[config.mk]
export PLATFORM = sky130hd
export DESIGN_NAME = div_arbiter_flat
export DESIGN_NICKNAME = d
export VERILOG_FILES = /design/src/rtl/div_pkg.sv /design/src/rtl/div_arbiter_if.sv /design/src/rtl/rr_pick2.sv /design/src/rtl/div_arbiter.sv /design/src/flat_wrapper.sv
export SDC_FILE = /design/constraint.sdc
export NUM_CORES = 1
export LEC_CHECK = 0
export ABC_AREA = 1
export CAP_MARGIN = 20
export CORE_AREA = 2 2 74 76
export DETAILED_ROUTE_END_ITERATION = 8
export DIE_AREA = 0 0 76 78
export PLACE_DENSITY = 0.78
export SYNTH_ARGS = -nofsm -noshare
export SYNTH_HDL_FRONTEND = slang
export SYNTH_SLANG_ARGS = --single-unit
[constraint.sdc]
create_clock -name clk -period 3.2 [get_ports clk]
set_input_delay 0.64 -clock clk [delete_from_list [all_inputs] [get_ports clk]]
set_output_delay 0.64 -clock clk [all_outputs]
set_load 0.02 [all_outputs]
[src/rtl/div_pkg.sv]
// Shared types and constants for the two-port divider arbiter.
//   state_e      : arbiter FSM states
//   err_t        : response error code
//   ERR_*        : error code values
//   DVD_W/DVS_W  : dividend / divisor (and quotient / remainder) widths
//   launch_check : pre-launch operand screening shared by grant and LAUNCH
package div_pkg;

    localparam int unsigned DVD_W = 10;
    localparam int unsigned DVS_W = 5;

    typedef enum logic [1:0] {StIdle, StLaunch, StWait, StResp} state_e;

    typedef logic [1:0] err_t;

    localparam err_t ERR_OK      = 2'b00;
    localparam err_t ERR_DIV0    = 2'b01;
    localparam err_t ERR_OVF     = 2'b10;
    localparam err_t ERR_TIMEOUT = 2'b11;

    // The quotient fits in DVS_W bits only when the dividend's upper half is
    // strictly below the divisor; zero divisor has priority over overflow.
    function automatic err_t launch_check(input logic [DVD_W-1:0] dvd,
                                          input logic [DVS_W-1:0] dvs);
        if (dvs == '0) begin
            return ERR_DIV0;
        end
        if (dvd[DVD_W-1 -: DVS_W] >= dvs) begin
            return ERR_OVF;
        end
        return ERR_OK;
    endfunction

endpackage

[src/rtl/div_arbiter_if.sv]
// Bus bundle between two requesters, the arbiter and the shared divider.
//   req0/1, dividend0/1, divisor0/1 : requester side requests and operands
//   ack0/1, Q, R, err               : per-requester response
//   div_start, div_dividend/divisor : launch to the shared divider
//   div_Q, div_R, div_ready         : divider results and idle/done flag
// Modports: master = arbiter view, slave = environment (requesters + divider).
interface div_arbiter_if;
    import div_pkg::*;

    logic             req0;
    logic             req1;
    logic [DVD_W-1:0] dividend0;
    logic [DVD_W-1:0] dividend1;
    logic [DVS_W-1:0] divisor0;
    logic [DVS_W-1:0] divisor1;
    logic             ack0;
    logic             ack1;
    logic [DVS_W-1:0] Q;
    logic [DVS_W-1:0] R;
    err_t             err;
    logic             div_start;
    logic [DVD_W-1:0] div_dividend;
    logic [DVS_W-1:0] div_divisor;
    logic [DVS_W-1:0] div_Q;
    logic [DVS_W-1:0] div_R;
    logic             div_ready;

    modport master (
        input  req0, req1, dividend0, dividend1, divisor0, divisor1,
        input  div_Q, div_R, div_ready,
        output ack0, ack1, Q, R, err,
        output div_start, div_dividend, div_divisor
    );

    modport slave (
        output req0, req1, dividend0, dividend1, divisor0, divisor1,
        output div_Q, div_R, div_ready,
        input  ack0, ack1, Q, R, err,
        input  div_start, div_dividend, div_divisor
    );

endinterface

[src/rtl/rr_pick2.sv]
// Combinational two-way round-robin pick.
//   req0, req1 : pending requests
//   last_grant : port granted most recently
//   valid      : at least one request pending
//   pick       : chosen port (0 or 1); on a tie, the port not granted last
module rr_pick2 (
    input  logic req0,
    input  logic req1,
    input  logic last_grant,
    output logic valid,
    output logic pick
);

    always_comb begin
        valid = req0 | req1;
        if (req0 && req1) begin
            pick = ~last_grant;
        end else begin
            pick = req1;
        end
    end

endmodule

[src/rtl/div_arbiter.sv]
// Two-port round-robin arbiter in front of one shared restoring divider.
// Screens operands (divide-by-zero, quotient overflow), launches the divider,
// waits for completion under a watchdog and returns Q/R/err with a one-cycle
// ack to the granted port.
//   clk, rst : clock, synchronous active-high reset
//   bus      : div_arbiter_if.master (requesters + divider signals)
//   TIMEOUT  : maximum WAIT cycles before the job is aborted with ERR_TIMEOUT
module div_arbiter
    import div_pkg::*;
#(
    parameter int unsigned TIMEOUT = 40
) (
    input logic          clk,
    input logic          rst,
    div_arbiter_if.master bus
);

    localparam int unsigned WD_W = (TIMEOUT > 1) ? $clog2(TIMEOUT) : 1;

    state_e           state;
    logic             last_grant;
    logic             port;
    logic             busy_seen;
    logic [WD_W-1:0]  wdog;
    logic             ack0;
    logic             ack1;
    logic             div_start;
    logic [DVS_W-1:0] q;
    logic [DVS_W-1:0] r;
    err_t             err;
    logic [DVD_W-1:0] dvd;
    logic [DVS_W-1:0] dvs;

    logic             pick_valid;
    logic             pick;
    logic [DVD_W-1:0] sel_dvd;
    logic [DVS_W-1:0] sel_dvs;
    err_t             chk;

    rr_pick2 u_pick (
        .req0       (bus.req0),
        .req1       (bus.req1),
        .last_grant (last_grant),
        .valid      (pick_valid),
        .pick       (pick)
    );

    assign sel_dvd = pick ? bus.dividend1 : bus.dividend0;
    assign sel_dvs = pick ? bus.divisor1  : bus.divisor0;
    assign chk     = launch_check(dvd, dvs);

    always_ff @(posedge clk) begin
        if (rst) begin
            state      <= StIdle;
            last_grant <= 1'b1;
            port       <= 1'b0;
            busy_seen  <= 1'b0;
            wdog       <= '0;
            ack0       <= 1'b0;
            ack1       <= 1'b0;
            div_start  <= 1'b0;
            q          <= '0;
            r          <= '0;
            err        <= ERR_OK;
            dvd        <= '0;
            dvs        <= '0;
        end else begin
            ack0      <= 1'b0;
            ack1      <= 1'b0;
            div_start <= 1'b0;
            case (state)
                StIdle: begin
                    if (pick_valid) begin
                        port       <= pick;
                        last_grant <= pick;
                        dvd        <= sel_dvd;
                        dvs        <= sel_dvs;
                        // Registered start must already be high during LAUNCH,
                        // so screen the operands being latched right now.
                        div_start  <= (launch_check(sel_dvd, sel_dvs) == ERR_OK);
                        state      <= StLaunch;
                    end
                end
                StLaunch: begin
                    if (chk != ERR_OK) begin
                        err   <= chk;
                        ack0  <= ~port;
                        ack1  <= port;
                        state <= StResp;
                    end else begin
                        busy_seen <= 1'b0;
                        wdog      <= '0;
                        state     <= StWait;
                    end
                end
                StWait: begin
                    if (!bus.div_ready) begin
                        busy_seen <= 1'b1;
                    end
                    // Ready alone may be the stale idle level; require a busy phase first.
                    if (bus.div_ready && busy_seen) begin
                        q     <= bus.div_Q;
                        r     <= bus.div_R;
                        err   <= ERR_OK;
                        ack0  <= ~port;
                        ack1  <= port;
                        state <= StResp;
                    end else if (wdog == WD_W'(TIMEOUT - 1)) begin
                        err   <= ERR_TIMEOUT;
                        ack0  <= ~port;
                        ack1  <= port;
                        state <= StResp;
                    end else begin
                        wdog <= wdog + WD_W'(1);
                    end
                end
                StResp: begin
                    state <= StIdle;
                end
                default: begin
                    state <= StIdle;
                end
            endcase
        end
    end

    assign bus.ack0         = ack0;
    assign bus.ack1         = ack1;
    assign bus.Q            = q;
    assign bus.R            = r;
    assign bus.err          = err;
    assign bus.div_start    = div_start;
    assign bus.div_dividend = dvd;
    assign bus.div_divisor  = dvs;

endmodule

[src/flat_wrapper.sv]
// flat-port wrapper written by rule: the top's interface ports become plain ports
module div_arbiter_flat import div_pkg::*;
#(
    parameter int unsigned TIMEOUT = 40
)
  (clk, rst, bus_req0, bus_req1, bus_dividend0, bus_dividend1, bus_divisor0, bus_divisor1, bus_div_Q, bus_div_R, bus_div_ready, bus_ack0, bus_ack1, bus_Q, bus_R, bus_err, bus_div_start, bus_div_dividend, bus_div_divisor);
  div_arbiter_if bus_i ();
  input logic clk;
  input logic rst;
  input wire logic [$bits(bus_i.req0)-1:0] bus_req0;
  input wire logic [$bits(bus_i.req1)-1:0] bus_req1;
  input wire logic [$bits(bus_i.dividend0)-1:0] bus_dividend0;
  input wire logic [$bits(bus_i.dividend1)-1:0] bus_dividend1;
  input wire logic [$bits(bus_i.divisor0)-1:0] bus_divisor0;
  input wire logic [$bits(bus_i.divisor1)-1:0] bus_divisor1;
  input wire logic [$bits(bus_i.div_Q)-1:0] bus_div_Q;
  input wire logic [$bits(bus_i.div_R)-1:0] bus_div_R;
  input wire logic [$bits(bus_i.div_ready)-1:0] bus_div_ready;
  output wire logic [$bits(bus_i.ack0)-1:0] bus_ack0;
  output wire logic [$bits(bus_i.ack1)-1:0] bus_ack1;
  output wire logic [$bits(bus_i.Q)-1:0] bus_Q;
  output wire logic [$bits(bus_i.R)-1:0] bus_R;
  output wire logic [$bits(bus_i.err)-1:0] bus_err;
  output wire logic [$bits(bus_i.div_start)-1:0] bus_div_start;
  output wire logic [$bits(bus_i.div_dividend)-1:0] bus_div_dividend;
  output wire logic [$bits(bus_i.div_divisor)-1:0] bus_div_divisor;
  assign bus_i.req0 = bus_req0;
  assign bus_i.req1 = bus_req1;
  assign bus_i.dividend0 = bus_dividend0;
  assign bus_i.dividend1 = bus_dividend1;
  assign bus_i.divisor0 = bus_divisor0;
  assign bus_i.divisor1 = bus_divisor1;
  assign bus_i.div_Q = bus_div_Q;
  assign bus_i.div_R = bus_div_R;
  assign bus_i.div_ready = bus_div_ready;
  assign bus_ack0 = bus_i.ack0;
  assign bus_ack1 = bus_i.ack1;
  assign bus_Q = bus_i.Q;
  assign bus_R = bus_i.R;
  assign bus_err = bus_i.err;
  assign bus_div_start = bus_i.div_start;
  assign bus_div_dividend = bus_i.div_dividend;
  assign bus_div_divisor = bus_i.div_divisor;
  div_arbiter #(.TIMEOUT(TIMEOUT)) u_core (.clk(clk), .rst(rst), .bus(bus_i));
endmodule
==> run metrics, run 1 <==
CTS resizes 0; clock tree from TritonCTS yes; switching share of power a little over two fifths; CTS root buf clkbuf_8; Clock Sinks around 40; slowest CP cell clkdlybuf4s50_1; initial core utilization 44.9%; pwr dens 745 nW/um^2; Max Cap Viol 0; Skew-Pair Late Insertion Delay 0.30 ns; largest net degree at the start of global routing 33; Final Critical Period 2.58 ns; worst hold path type reg2reg; switching pwr around 1000 uW; Layout Skew 0.00788 ns; RePlAce Congestion ~0.85; clock share of power 16.1%; endpoints failing setup 0; Final Hold Viols 0; Top cell by count, worst path nand2_1; Overall Global Routing Usage between 10% and 20%; residual DRC count 0; overall routed net length between 5 and 6 mm; combinational share of power a little over half; Yosys cell types 31; remaining global-route overflow 0; Reg power frac roughly 31%; CP Buf/Inv Count 2; maximum VDD drop approximately 0.00040 V; via count approximately 2,200; Int Pwr 1330 uW; status completed; Place WS 0.299 ns; Seq/Total Area, Yosys a little over a third; commonest non-fill, non-tap cells in the layout clkdlybuf4s50_1 (74), nand2_1 (65), nor2_1 (42); IO Count 75; Die Wd 76 um; Fmax 0.388 GHz; vias in the first global route between 2,000 and 2,500; Placement Rows 26; Crit path max-delay family buffers and inverters; RSZ-0062 raised after global routing false; crit path cell chain clkdlybuf4s50_1 > nand2_1 > nand2_2 > inv_2 > o21ai_1 > ha_1 > a21oi_1 > o21ai_0 > a211oi_1 > nand2_1 > nor2_1; CTS buffer count 5; first-pass GRT wire length 9.22 mm; hold buffer count at CTS 0; crit-path max cell delay a little under 0.5 ns; HPWL after DPL 4.11 mm; arrival time at the worst endpoint 2.81 ns; CTS clk-pin slew, worst paths 0.08 ns; endpoint type of the worst setup path flip-flop; critical path startpoint category primary input; Avg WL per Cell 12.3 um; commonest non-fill, non-tap cell in the layout clkdlybuf4s50_1; Area Overhead vs Synth 38.3%; CP Max Fanout 17; Synth Warn # 0; Crit Path Class in2reg; fin. max-slew vios 0; fin util 62.0%; DR pass1 iterations 4; starting DRC count in detailed routing between 100 and 150; Mean Syn Cell Area 7.37 um^2; Critical Path RT 3.43 ns; NumNets Final 437; Worst Max-Slew Pin Slew 0.765 ns; remaining antenna violation count after routing 0; PortBufs between 70 and 80; die area ~5900 um^2; diodes inserted 0; Mapped Area approximately 2300 um^2; Syn Nets 367; Slew headroom 49.0%; Core Box Area 5040 um^2; leakage power 0.00129 uW; post-CTS setup buffer count 0; layout cells sized above 1 about an eighth; final setup TNS 0 ns; DR vias/cell 4.94; clock buffer depth 2; initial antenna violation count 0; post-route clock period utilization 80.6%; chip height 78 um; H-tree Lvls 2; Post-Synthesis Cells about 310; post-route total power 2330 uW; worst setup margin between 0.6 and 0.7 ns; Seq cells post-synth 41
-- per-stage QoR --
stage / cells / cell area (um^2) / hold WS, ns
2_1_floorplan: 307 / 2260 / 0.411
3_3_place_gp: 440 / 3030 / 0.430
3_5_place_dp: 440 / 3030 / 0.429
4_1_cts: 448 / 3130 / 0.443
5_1_grt: 448 / 3130 / 0.471
6_report: 448 / 3130 / 0.443
-- final cells by class --
| type | instances | area [um^2] |
|---|---|---|
| flip-flops and latches | 41 | 821 |
| repair buffers | 75 | 748 |
| fillers | 441 | 1910 |
| clock buffers | 7 | 96.3 |
| clock inverters | 1 | 5.00 |
| multi-input cells | 226 | 1260 |
| well taps | 70 | 87.6 |
| inverters | 28 | 105 |
-- per-layer routing --
metal | routed length [um] | vias up | GRT usage, %
met4 | 76 | 0 | 7.09
met1 | 2470 | 1001 | 23.5
met5 | 0 | - | 0
li1 | - | 1143 | -
met3 | 264 | 6 | 4.42
met2 | 2710 | 61 | 33.5
-- registers in the layout, summed over array words and instances, names as in the netlist --
| signal | flops |
|---|---|
| u_core.port | 1 |
| u_core.bus.Q | 5 |
| u_core.bus.ack0 | 1 |
| u_core.bus.err | 2 |
| u_core.busy_seen | 1 |
| u_core.wdog | 6 |
| u_core.state | 2 |
| u_core.bus.div_dividend | 10 |
| u_core.bus.R | 5 |
| u_core.bus.div_start | 1 |
| u_core.last_grant | 1 |
| u_core.bus.div_divisor | 5 |
| u_core.bus.ack1 | 1 |
-- power groups by stage --
| stage | logic (uW) | registers (uW) | clock network (uW) |
|---|---|---|---|
| floorplan | 795 | 818 | 0 |
| global placement | 1210 | 737 | 0 |
| detailed placement | 1230 | 739 | 0 |
| CTS | 1240 | 730 | 381 |
| global route | 1380 | 745 | 408 |
| finish | 1230 | 728 | 375 |
-- kinds of logic after synthesis --
group           after synthesis  share of synthesized area (%)
fa+ha+maj                    15                           8.30
mux                           1                          0.442
xor+xnor                      2                          0.774
flops                        41                           36.3
compound gates               66                           17.0
simple gates                142                           29.4
buf+inv                      40                           7.80
-- worst reg2reg max path, stage by stage (launching register included) --
cell     delay, ns
dfxtp_1       0.34
inv_1         0.11
ha_1          0.38
inv_2         0.14
nor2_1        0.55
inv_2         0.22
nor2_1        0.15
nor2_1        0.06
-- synth_stat cells, drive strengths merged --
library cell | number | area [um^2]
o21ai | 37 | 189
nand4 | 4 | 31.3
nand2 | 76 | 318
a31oi | 10 | 62.6
ha | 15 | 188
nor3 | 1 | 5.00
dfxtp | 41 | 821
xor2 | 1 | 8.76
inv | 28 | 105
a21oi | 17 | 119
xnor2 | 1 | 8.76
or2 | 3 | 18.8
buf | 10 | 63.8
clkbuf | 2 | 7.51
a211oi | 2 | 15.0
mux2i | 1 | 10.0
nor2 | 43 | 164
nand3 | 15 | 128
-- final timing paths --
kind | from | endpoint | cells past startpoint | slack [ns]
worst min-delay path | u_core.port$_SDFFE_PP0P_ | u_core.bus.ack0$_SDFF_PP0_ | 1 | 0.44
worst min register to register | u_core.port$_SDFFE_PP0P_ | u_core.bus.ack0$_SDFF_PP0_ | 1 | 0.44
worst max register to register | u_core.state[0]$_SDFFE_PP0P_ | u_core.bus.Q[3]$_SDFFE_PP0P_ | 7 | 1.14
worst max-delay path | bus_req0 | u_core.bus.div_start$_SDFF_PP0_ | 11 | 0.62
(Power assumes the default switching activity.)
==> inputs of run 2 (changes only) <==
- clock period: 3.2 -> 2.6 ns (I/O delays scaled with it)
==> run 2 against run 1 <==
Against the previous run: wire length is 2.0% higher; sequential cell count stayed put; sequential share of layout area is 0.45 points lower; total power is 26% higher; count of clock-buffer cells in the layout is 2 lower; largest cell class unchanged.
==> run metrics, run 2 (synthesized netlist as in run 1, its figures left out) <==
status completed; final setup TNS 0 ns; worst hold path type reg2reg; Slew headroom approximately half; placed cell area 3080 um^2; switching share of power 42.4%; initial antenna violation count 0; CTS root buf clkbuf_8; Final Critical Period 2.30 ns; min-delay src u_core.port$_SDFFE_PP0P_; DR pass1 iterations 5; DR vias/cell 4.90; diodes inserted 0; largest net degree at the start of global routing 32; met2 GRT Util a little over a third; leakage power 0.00133 uW; area of the multi-input gates 1260 um^2; GRT met3 Usage 3.49%; critical path startpoint category primary input; NumNets Final 444; post-route clock period utilization 88.6%; combinational share of power 52.4%; starting DRC count in detailed routing 94; Critical Path RT about 2.8 ns; Crit. Startpoint bus_req0; post-CTS setup buffer count 0; remaining global-route overflow 0; CTS clk-pin slew, worst paths 0.08 ns; Max Cap Viol 0; overall routed net length between 5 and 6 mm; Final Hold Viols 0; commonest non-fill, non-tap cells in the layout clkdlybuf4s50_1 (74), nand2_1 (65), nor2_1 (42); Layout Skew 0.00880 ns; switching pwr 1240 uW; remaining antenna violation count after routing 0; Worst Max-Slew Pin Slew 0.777 ns; clock tree from TritonCTS yes; Int Pwr 1690 uW; RSZ-0062 raised after global routing false; PortBufs 74; Fmax 0.434 GHz; Die Wd 76 um; Clock Sinks 41; fin. max-slew vios 0; worst setup path end u_core.bus.div_start$_SDFF_PP0_; max reg flops 10; Fillers between 400 and 500; first-pass GRT wire length 9.63 mm; Core Box Area 5040 um^2; pwr dens 919 nW/um^2; Overall Global Routing Usage between 20% and 30%; endpoint type of the worst setup path flip-flop; H-tree Lvls 2; logic depth of the worst register-to-register path 10; Avg WL per Cell 12.4 um; Skew-Pair Late Insertion Delay 0.30 ns; chip height 78 um; die area 5930 um^2; CTS resizes 0; arrival time at the worst endpoint between 2 and 3 ns; clock share of power 17.1%; initial core utilization 44.9%; RR Endpoint u_core.bus.div_start$_SDFF_PP0_; maximum VDD drop 0.000430 V; endpoints failing setup 0; Worst R2R Setup Slack around 0.70 ns; layout cells sized above 1 a little over an eighth; Crit Path Class in2reg; Reg power frac a little under a third; GRT busiest layer met2; met1 usage 24.8%; flip-flop and latch area just over 800 um^2; worst r2r src u_core.last_grant$_SDFFE_PP1P_; CTS buffer count 5; CP Max Fanout 11; Area Overhead vs Synth 40.7%; Placement Rows 26; vias in the first global route ~2,100; via count 2,226; residual DRC count 0; commonest non-fill, non-tap cell in the layout clkdlybuf4s50_1; hold buffer count at CTS 0; HPWL after DPL approximately 4.3 mm; RePlAce Congestion 0.891; clock buffer depth 2; final instance area 3180 um^2; IO Count 75
-- run 2: cell count changes in the layout (fill, tap and decap cells not counted), sizes merged --
cell    change
buf         +7
clkbuf      -2
bufinv      +1
-- run 2: critical path: stages --
cell,delay [ns]
clkdlybuf4s50_1,0.50
nand2_1,0.08
nand2_2,0.16
inv_2,0.14
o21ai_1,0.23
ha_1,0.31
a21oi_1,0.14
o21ai_0,0.10
a211oi_1,0.19
nand2_1,0.08
nor2_1,0.08
-- run 2: worst min path at each step --
stage	to	slack [ns]	depth (start not counted)
2_1_floorplan	u_core.bus.ack0$_SDFF_PP0_	0.41	1
3_3_place_gp	u_core.bus.ack0$_SDFF_PP0_	0.43	1
3_5_place_dp	u_core.bus.ack0$_SDFF_PP0_	0.43	1
4_1_cts	u_core.bus.ack0$_SDFF_PP0_	0.45	1
5_1_grt	u_core.bus.ack1$_SDFF_PP0_	0.47	2
6_report	u_core.bus.ack0$_SDFF_PP0_	0.45	1
-- run 2: area by class of cell --
class / count / area share, %
Multi-Input combinational cell: 226 / 39.7
Sequential cell: 41 / 25.8
Timing Repair Buffer: 82 / 25.2
Inverter: 28 / 3.30
Tap cell: 70 / 2.75
Clock buffer: 5 / 2.16
Clock inverter: 2 / 1.10
-- run 2: metal layers --
metal,wire length [um],share of wire [%]
met5,0,0
met4,81,1.4
met3,204,3.6
met2,2780,49
met1,2560,45
-- run 2: through the flow --
stage | hold WS [ns] | std cells | total power (uW) | setup WS [ns] | util [%]
2_1_floorplan | 0.411 | 307 | 1990 | 0.721 | -
4_1_cts | 0.449 | 454 | 2940 | 0.345 | 63.1
3_3_place_gp | 0.430 | 447 | 2410 | 0.0730 | 61.1
5_1_grt | 0.472 | 454 | 3160 | 0.0755 | 63.1
6_report | 0.450 | 454 | 2930 | 0.297 | 63.1
3_5_place_dp | 0.434 | 447 | 2440 | 0.0332 | 61.1
-- run 2: power groups by stage --
stage | registers [uW] | logic (uW) | clock network (uW)
global route | 914 | 1720 | 530
finish | 892 | 1530 | 502
detailed placement | 903 | 1530 | 0
CTS | 891 | 1540 | 507
floorplan | 1010 | 979 | 0
global placement | 902 | 1510 | 0
